[config.mk]
export PLATFORM = sky130hd
export DESIGN_NAME = tlk2711_axi_rd_arb
export DESIGN_NICKNAME = d
export VERILOG_FILES = /design/src/rtl/tlk2711_pkg.sv /design/src/rtl/tlk2711_rr_arb2.sv /design/src/rtl/tlk2711_axi_rd_arb.sv
export SDC_FILE = /design/constraint.sdc
export NUM_CORES = 1
export LEC_CHECK = 0
export ABC_AREA = 1
export CORE_AREA = 2 2 171 173
export CTS_BUF_LIST = sky130_fd_sc_hd__clkbuf_4
export DETAILED_ROUTE_END_ITERATION = 12
export DIE_AREA = 0 0 173 175
export PLACE_DENSITY = 0.62
export SLEW_MARGIN = 20
export SYNTH_ARGS = -nofsm -noshare
export SYNTH_HDL_FRONTEND = slang
export SYNTH_SLANG_ARGS = --single-unit
[constraint.sdc]
create_clock -name clk -period 3.89 [get_ports clk]
set_input_delay 0.778 -clock clk [delete_from_list [all_inputs] [get_ports clk]]
set_output_delay 0.778 -clock clk [all_outputs]
set_load 0.02 [all_outputs]
[src/rtl/tlk2711_pkg.sv]
// tlk2711_pkg: shared state encoding, AXI AR field widths and the AR field bundle
// used by the tlk2711 AXI read arbiter.
package tlk2711_pkg;

    localparam int ID_W    = 4;
    localparam int LEN_W   = 8;
    localparam int SIZE_W  = 3;
    localparam int BURST_W = 2;
    localparam int PROT_W  = 3;
    localparam int CACHE_W = 4;

    typedef enum logic [1:0] {
        IDLE = 2'd0,
        ADDR = 2'd1,
        DATA = 2'd2
    } arb_state_t;

    // AR attributes that travel with the address; the address itself is
    // kept separately because its width is a module parameter.
    typedef struct packed {
        logic [ID_W-1:0]    id;
        logic [LEN_W-1:0]   len;
        logic [SIZE_W-1:0]  size;
        logic [BURST_W-1:0] burst;
        logic [PROT_W-1:0]  prot;
        logic [CACHE_W-1:0] cache;
        logic               user;
    } ar_bundle_t;

endpackage

[src/rtl/tlk2711_rr_arb2.sv]
// tlk2711_rr_arb2: two-request round-robin grant; last holds the index of the
// most recent winner and resets to 1 so requester 0 wins the first tie.
module tlk2711_rr_arb2 (
    input  logic       clk,
    input  logic       rst,
    input  logic [1:0] req,
    input  logic       take,
    output logic [1:0] grant
);

    logic last;

    always_comb grant = (req == 2'b11) ? (last ? 2'b01 : 2'b10) : req;

    always_ff @(posedge clk) begin
        if (rst)
            last <= 1'b1;
        else if (take)
            last <= grant[1];
    end

endmodule

[src/rtl/tlk2711_axi_rd_arb.sv]
// tlk2711_axi_rd_arb: shares one PS AXI4 read port between two TX DMA read masters,
// one burst at a time. Optional watchdog is built when TLK2711_ARB_WDOG_EN is defined.
module tlk2711_axi_rd_arb
    import tlk2711_pkg::*;
#(
    parameter int ADDR_WIDTH      = 48,
    parameter int AXI_RDATA_WIDTH = 64,
    parameter int WDOG_CYCLES     = 4096
) (
    input  logic                       clk,
    input  logic                       rst,

    input  logic                       s0_arvalid,
    output logic                       s0_arready,
    input  logic [ID_W-1:0]            s0_arid,
    input  logic [ADDR_WIDTH-1:0]      s0_araddr,
    input  logic [LEN_W-1:0]           s0_arlen,
    input  logic [SIZE_W-1:0]          s0_arsize,
    input  logic [BURST_W-1:0]         s0_arburst,
    input  logic [PROT_W-1:0]          s0_arprot,
    input  logic [CACHE_W-1:0]         s0_arcache,
    input  logic                       s0_aruser,
    output logic [AXI_RDATA_WIDTH-1:0] s0_rdata,
    output logic [1:0]                 s0_rresp,
    output logic                       s0_rlast,
    output logic                       s0_rvalid,
    input  logic                       s0_rready,

    input  logic                       s1_arvalid,
    output logic                       s1_arready,
    input  logic [ID_W-1:0]            s1_arid,
    input  logic [ADDR_WIDTH-1:0]      s1_araddr,
    input  logic [LEN_W-1:0]           s1_arlen,
    input  logic [SIZE_W-1:0]          s1_arsize,
    input  logic [BURST_W-1:0]         s1_arburst,
    input  logic [PROT_W-1:0]          s1_arprot,
    input  logic [CACHE_W-1:0]         s1_arcache,
    input  logic                       s1_aruser,
    output logic [AXI_RDATA_WIDTH-1:0] s1_rdata,
    output logic [1:0]                 s1_rresp,
    output logic                       s1_rlast,
    output logic                       s1_rvalid,
    input  logic                       s1_rready,

    output logic                       m_arvalid,
    input  logic                       m_arready,
    output logic [ID_W-1:0]            m_arid,
    output logic [ADDR_WIDTH-1:0]      m_araddr,
    output logic [LEN_W-1:0]           m_arlen,
    output logic [SIZE_W-1:0]          m_arsize,
    output logic [BURST_W-1:0]         m_arburst,
    output logic [PROT_W-1:0]          m_arprot,
    output logic [CACHE_W-1:0]         m_arcache,
    output logic                       m_aruser,
    input  logic [AXI_RDATA_WIDTH-1:0] m_rdata,
    input  logic [1:0]                 m_rresp,
    input  logic                       m_rlast,
    input  logic                       m_rvalid,
    output logic                       m_rready,

    output logic [1:0]                 o_grant,
    output logic                       o_busy,
    input  logic                       i_err_clr,
    output logic                       o_wdog_err
);

    arb_state_t            state, state_nxt;
    logic [1:0]            grant;
    logic                  ar_hs, r_done;
    ar_bundle_t            ar_q, ar_sel;
    logic [ADDR_WIDTH-1:0] addr_q, addr_sel;

    tlk2711_rr_arb2 u_rr (
        .clk   (clk),
        .rst   (rst),
        .req   ({s1_arvalid, s0_arvalid}),
        .take  (ar_hs),
        .grant (grant)
    );

    always_comb begin
        s0_arready = (state == IDLE) && grant[0];
        s1_arready = (state == IDLE) && grant[1];
        ar_hs      = (state == IDLE) && (grant != 2'b00);
        ar_sel     = grant[1] ?
            '{id: s1_arid, len: s1_arlen, size: s1_arsize, burst: s1_arburst,
              prot: s1_arprot, cache: s1_arcache, user: s1_aruser} :
            '{id: s0_arid, len: s0_arlen, size: s0_arsize, burst: s0_arburst,
              prot: s0_arprot, cache: s0_arcache, user: s0_aruser};
        addr_sel   = grant[1] ? s1_araddr : s0_araddr;
        // A beat outside DATA is a protocol violation: never accept or route it.
        m_rready   = (state == DATA) && (o_grant[1] ? s1_rready : s0_rready);
        r_done     = m_rvalid && m_rready && m_rlast;
        state_nxt  = (state == IDLE && ar_hs)     ? ADDR :
                     (state == ADDR && m_arready) ? DATA :
                     (state == DATA && r_done)    ? IDLE : state;
    end

    always_ff @(posedge clk) begin
        if (rst) begin
            state   <= IDLE;
            ar_q    <= '0;
            addr_q  <= '0;
            o_grant <= '0;
        end else begin
            state <= state_nxt;
            if (ar_hs) begin
                ar_q    <= ar_sel;
                addr_q  <= addr_sel;
                o_grant <= grant;
            end else if (state == DATA && r_done) begin
                o_grant <= '0;
            end
        end
    end

    assign o_busy    = (state != IDLE);
    assign m_arvalid = (state == ADDR);
    assign m_arid    = ar_q.id;
    assign m_araddr  = addr_q;
    assign m_arlen   = ar_q.len;
    assign m_arsize  = ar_q.size;
    assign m_arburst = ar_q.burst;
    assign m_arprot  = ar_q.prot;
    assign m_arcache = ar_q.cache;
    assign m_aruser  = ar_q.user;

    assign s0_rdata  = m_rdata;
    assign s0_rresp  = m_rresp;
    assign s0_rlast  = m_rlast;
    assign s0_rvalid = (state == DATA) && o_grant[0] && m_rvalid;
    assign s1_rdata  = m_rdata;
    assign s1_rresp  = m_rresp;
    assign s1_rlast  = m_rlast;
    assign s1_rvalid = (state == DATA) && o_grant[1] && m_rvalid;

`ifdef TLK2711_ARB_WDOG_EN
    logic [15:0] wdog_cnt;

    // Counter saturates so a very long stall cannot wrap and re-trigger.
    always_ff @(posedge clk) begin
        if (rst) begin
            wdog_cnt   <= '0;
            o_wdog_err <= 1'b0;
        end else begin
            wdog_cnt   <= ar_hs ? '0 : (o_busy && wdog_cnt != '1) ? wdog_cnt + 16'd1 : wdog_cnt;
            o_wdog_err <= i_err_clr ? 1'b0 :
                          o_wdog_err | (o_busy && (wdog_cnt + 16'd1) == 16'(WDOG_CYCLES));
        end
    end
`else
    logic unused_err_clr;
    assign unused_err_clr = i_err_clr;
    assign o_wdog_err     = 1'b0;
`endif

endmodule

After elaboration in Yosys (flattened, before gate mapping)
Index checks and enable logic that the tools add are counted.
Word-level totals
  register bits: 78
  input port bits: 222
  output and inout bits: 217
  word-level logic and storage cells: 44
Operators by class
  eq/ne operators: 3
  multiplexer cells: 9
  reductions and logical operators: 20
Operators by type and width (count)
  2-to-1 mux 48 bit: 1
  2-to-1 mux 25 bit: 1
  logical AND 1 bit: 13
  2-to-1 mux 2 bit: 5
  nonzero test 2 bit: 4
  == test 2 bit (second input constant): 2
  nonzero test 3 bit: 1
  == test 2 x 1 -> 1 bit (second input constant): 1
  zero test 2 bit: 1
  2-to-1 mux 1 bit: 2
  OR reduction 2 bit: 1

Longest topological paths before layout
  depth in word-level cells: 8
  depth in mapped cells: 7
  gate-level depth less buffers: 6

By module
A second synthesis with hierarchy kept.
Second synthesis, totals
  cells, all modules: 736
  area, all modules: 4727.0 µm²
Modules (own cells, without submodules)
  tlk2711_axi_rd_arb: times used 1, cells an instance 727, area each 4668.2 µm², seq. area each 1541.5 µm²
  tlk2711_rr_arb2: times used 1, cells an instance 9, area each 58.8 µm², seq. area each 20.0 µm²

Least setup slack after synthesis
Ideal clock, no wire load.
  path kind: input-to-output
  start point: input s1_rready
  end point: output m_rready
  arrival: 1215 ps
  data required time: 3112 ps
  setup slack: 1897 ps
  stages on the path: 2
  path buffers: 0
  cell sequence: nand2_1 a21oi_1
On the way
  longest elaborated chain between the ends: 2
RTL lines
  start: declaration: line tlk2711_axi_rd_arb.sv:43  | input logic s1_rready,
  2-to-1 mux 1 bit: line tlk2711_axi_rd_arb.sv:92  | m_rready = (state == DATA) && (o_grant[1] ? s1_rready : s0_rready);
  logical AND 1 bit: line tlk2711_axi_rd_arb.sv:92
  end: declaration: line tlk2711_axi_rd_arb.sv:59  | output logic m_rready,
Every way passes these cells.

Final worst setup path
  start point: input s1_arvalid
  end point: output s0_arready
On the way
  longest elaborated chain between the ends: 3
RTL lines
  start: declaration: line tlk2711_axi_rd_arb.sv:29  | input logic s1_arvalid,
  == test 2 bit: line tlk2711_rr_arb2.sv:13  | always_comb grant = (req == 2'b11) ? (last ? 2'b01 : 2'b10) : req;
  2-to-1 mux 2 bit: line tlk2711_rr_arb2.sv:13
  logical AND 1 bit: line tlk2711_axi_rd_arb.sv:82  | s0_arready = (state == IDLE) && grant[0];
  end: declaration: line tlk2711_axi_rd_arb.sv:14  | output logic s0_arready,
Every way passes these cells.

==> impl_metrics.py <==
metrics = {
    "place": {
        "dpl.hpwl_um": 11800,
        "pre_cts_slack_ns": 0.797,
        "port_buffers": 238,
        "gp_congestion": 0.777,
        "place_inst": 1111,
        "place_area_um2": 6560,
    },
    "power_and_ir_drop": {
        "power.internal_mw": 1.70,
        "combPwrFrac_pct": 37.2,
        "p_per_area_nw_per_um2": 384,
        "ir_worst_vdd_v": 0.000147,
        "total_power_mw": 2.59,
        "p_clk_share_pct": 24.9,
        "p_seq_share_pct": 38.0,
        "switching_share_pct": 34.3,
        "switchingPower_mw": 0.889,
        "p_leak_nw": 2.75,
    },
    "cells_and_area": {
        "seqCellArea_um2": 1560,
        "fin_area_um2": 6750,
        "final_cells": 1127,
        "final_cell_mix": "clkdlybuf4s50_1 (238), inv_1 (82), nand2_1 (82), nand3_1 (78), dfxtp_1 (78)",
        "finalNetCount": 960,
        "post_route_cells_drive_above_1_share_pct": 11.5,
        "layout_commonest_cell": "clkdlybuf4s50_1",
        "multiInputGateArea_um2": 1770,
        "final_util_pct": 23.8,
        "n_fill_cell": 3147,
        "synthToLayoutAreaGrowth_pct": 38.9,
    },
    "clocking": {
        "post_cts_resized": 0,
        "clkLatencyLatePin_ns": 0.46,
        "clock-root-buffer": "clkbuf_4",
        "cts_hold_buf": 0,
        "cts_tree": "yes",
        "post_cts_buffers": 0,
        "clkTransAtPathRegs_ns": 0.16,
        "cts.sinks": 78,
        "cts_buffers": 9,
        "cts_buffer_depth": 2,
        "htree_levels": 3,
    },
    "worst_setup_path": {
        "crit_type": "input port to output pin",
        "arrival_ns": 2.29,
        "required_ns": 3.11,
        "critPathMaxFanout": 4,
        "startpoint_type": "input port",
        "cp-end-kind": "output pin",
    },
    "run": {
        "drv_cap": 0,
    },
    "sta": {
        "fin_skew_ns": 0.0288,
        "whs_ns": 0.488,
        "period_share_pct": 78.8,
        "setup_viol": 0,
        "tightestPinTransition_ns": 0.884,
        "finalHoldViolCount": 0,
        "finalCriticalPeriod_ns": 3.06,
        "max_clock_freq_mhz": 326,
        "maxSlewViolCount": 0,
        "rsz0062_at_grt": "no",
        "relSlewSlack_pct": 41.0,
        "finalWorstSetupSlack_ns": 0.827,
        "fin_setup_tns_ns": 0,
    },
    "detailed_routing": {
        "wire_per_inst_um": 13.6,
        "via_per_inst": 3.77,
        "firstDrtPassIters": 4,
        "ant_nets": 0,
        "drt-total-wl_um": 15300,
        "drc": 0,
        "drt-initial-drc-count": 129,
        "num_vias": 4250,
    },
    "synthesis": {
        "ys_seq_area_share_pct": 32.1,
        "synth-simple-area-share_pct": 15.3,
        "synthAdderAreaFrac_pct": 0,
        "synthTopCellsByArea": "dfxtp_1 (32%), buf_4 (21%), o21ai_2 (11%)",
        "yosys_warnings": 0,
        "yosysTopAreaCellShare_pct": 32.1,
        "synth_top_family_by_area": "buffers and inverters",
        "synth_mux_area_share_pct": 0,
        "synth_fp_nets": 881,
        "synth_cell_type_count": 21,
        "synth_xor_area_share_pct": 0,
        "netlist_area_um2": 4860,
        "yosys.area.top_type": "dfxtp_1",
        "synth_compound_area_share_pct": 20.6,
        "synthCells": 659,
        "synth_area_per_cell_um2": 7.37,
        "ys_ff_latch": 78,
    },
    "die": {
        "die_y_um": 175,
        "die_width_um": 173,
        "num_io_pins": 439,
        "core_area_um2": 28400,
        "die-area_um2": 30300,
        "rows": 62,
        "start_util_pct": 17.1,
    },
    "grt": {
        "grt_pass1_vias": 4017,
        "grt_overflow": 0,
        "antenna_found_initial": 1,
        "grt_pass1_wl_um": 22900,
        "grt_max_degree": 85,
        "track_usage_pct": 9.87,
    },
    "worst_hold_path": {
        "worstHoldPathType": "register to register",
    },
    "run_status": {
        "outcome": "completed",
    },
}
## synthesized netlist by cell type
cell type	instances
a21oi_1	4
and3_1	1
buf_1	2
buf_2	13
buf_4	136
buf_6	7
clkbuf_1	17
conb_1	1
dfxtp_1	78
inv_1	82
inv_2	1
nand2_1	83
nand3_1	78
nor2_1	5
nor2_4	1
o211ai_1	1
o21ai_0	60
o21ai_1	26
o21ai_2	61
o31ai_1	1
or2_1	1
## registers in the layout (all words and copies together), names as in the netlist
| name | cells |
|---|---|
| m_araddr | 48 |
| m_arburst | 2 |
| m_arcache | 4 |
| m_arid | 4 |
| m_arlen | 8 |
| m_arprot | 3 |
| m_arsize | 3 |
| m_aruser | 1 |
| o_grant | 2 |
| state | 2 |
| u_rr.last | 1 |
## layer usage
metal | wire length (um) | vias to the layer above | track usage, %
li1 | - | 2123 | -
met1 | 5380 | 1849 | 9.58
met2 | 7780 | 253 | 17.6
met3 | 1900 | 25 | 5.35
met4 | 273 | 0 | 3.81
met5 | 0 | - | 0
## power by group through the flow
stage	logic, mW	registers [mW]	clock network (mW)
3_5_place_dp	0.977	1.00	0
2_1_floorplan	0.558	1.14	0
3_3_place_gp	0.974	0.998	0
6_report	0.963	0.983	0.644
4_1_cts	0.980	0.985	0.701
5_1_grt	1.04	0.999	0.724
## cells by family after synthesis
family,count (synthesis)
buf+inv,258
flops,78
compound gates,153
other cells,1
simple gates,169
## worst paths after layout
| check | startpoint | endpoint | slack [ns] | depth (start not counted) |
|---|---|---|---|---|
| worst min-delay path | m_araddr[31]$_SDFFE_PP0P_ | m_araddr[31]$_SDFFE_PP0P_ | 0.49 | 2 |
| worst max register to register | u_rr.last$_SDFFE_PP1P_ | m_araddr[7]$_SDFFE_PP0P_ | 2.15 | 6 |
| worst min register to register | m_araddr[31]$_SDFFE_PP0P_ | m_araddr[31]$_SDFFE_PP0P_ | 0.49 | 2 |
| worst max-delay path | s1_arvalid | s0_arready | 0.83 | 5 |
## critical path: stages
cell and delay [ns]:
clkdlybuf4s50_1 0.61, inv_1 0.06, o211ai_1 0.22, inv_1 0.06
clkdlybuf4s50_1 0.55
## cell type report
class / instances / share of cell area [%]
Antenna cell: 1 / 0.0371
Clock buffer: 9 / 1.00
Clock inverter: 6 / 1.65
Inverter: 83 / 4.62
Multi-Input combinational cell: 323 / 26.2
Sequential cell: 78 / 23.1
Tap cell: 384 / 7.12
Timing Repair Buffer: 243 / 36.2
(Power assumes the default switching activity.)
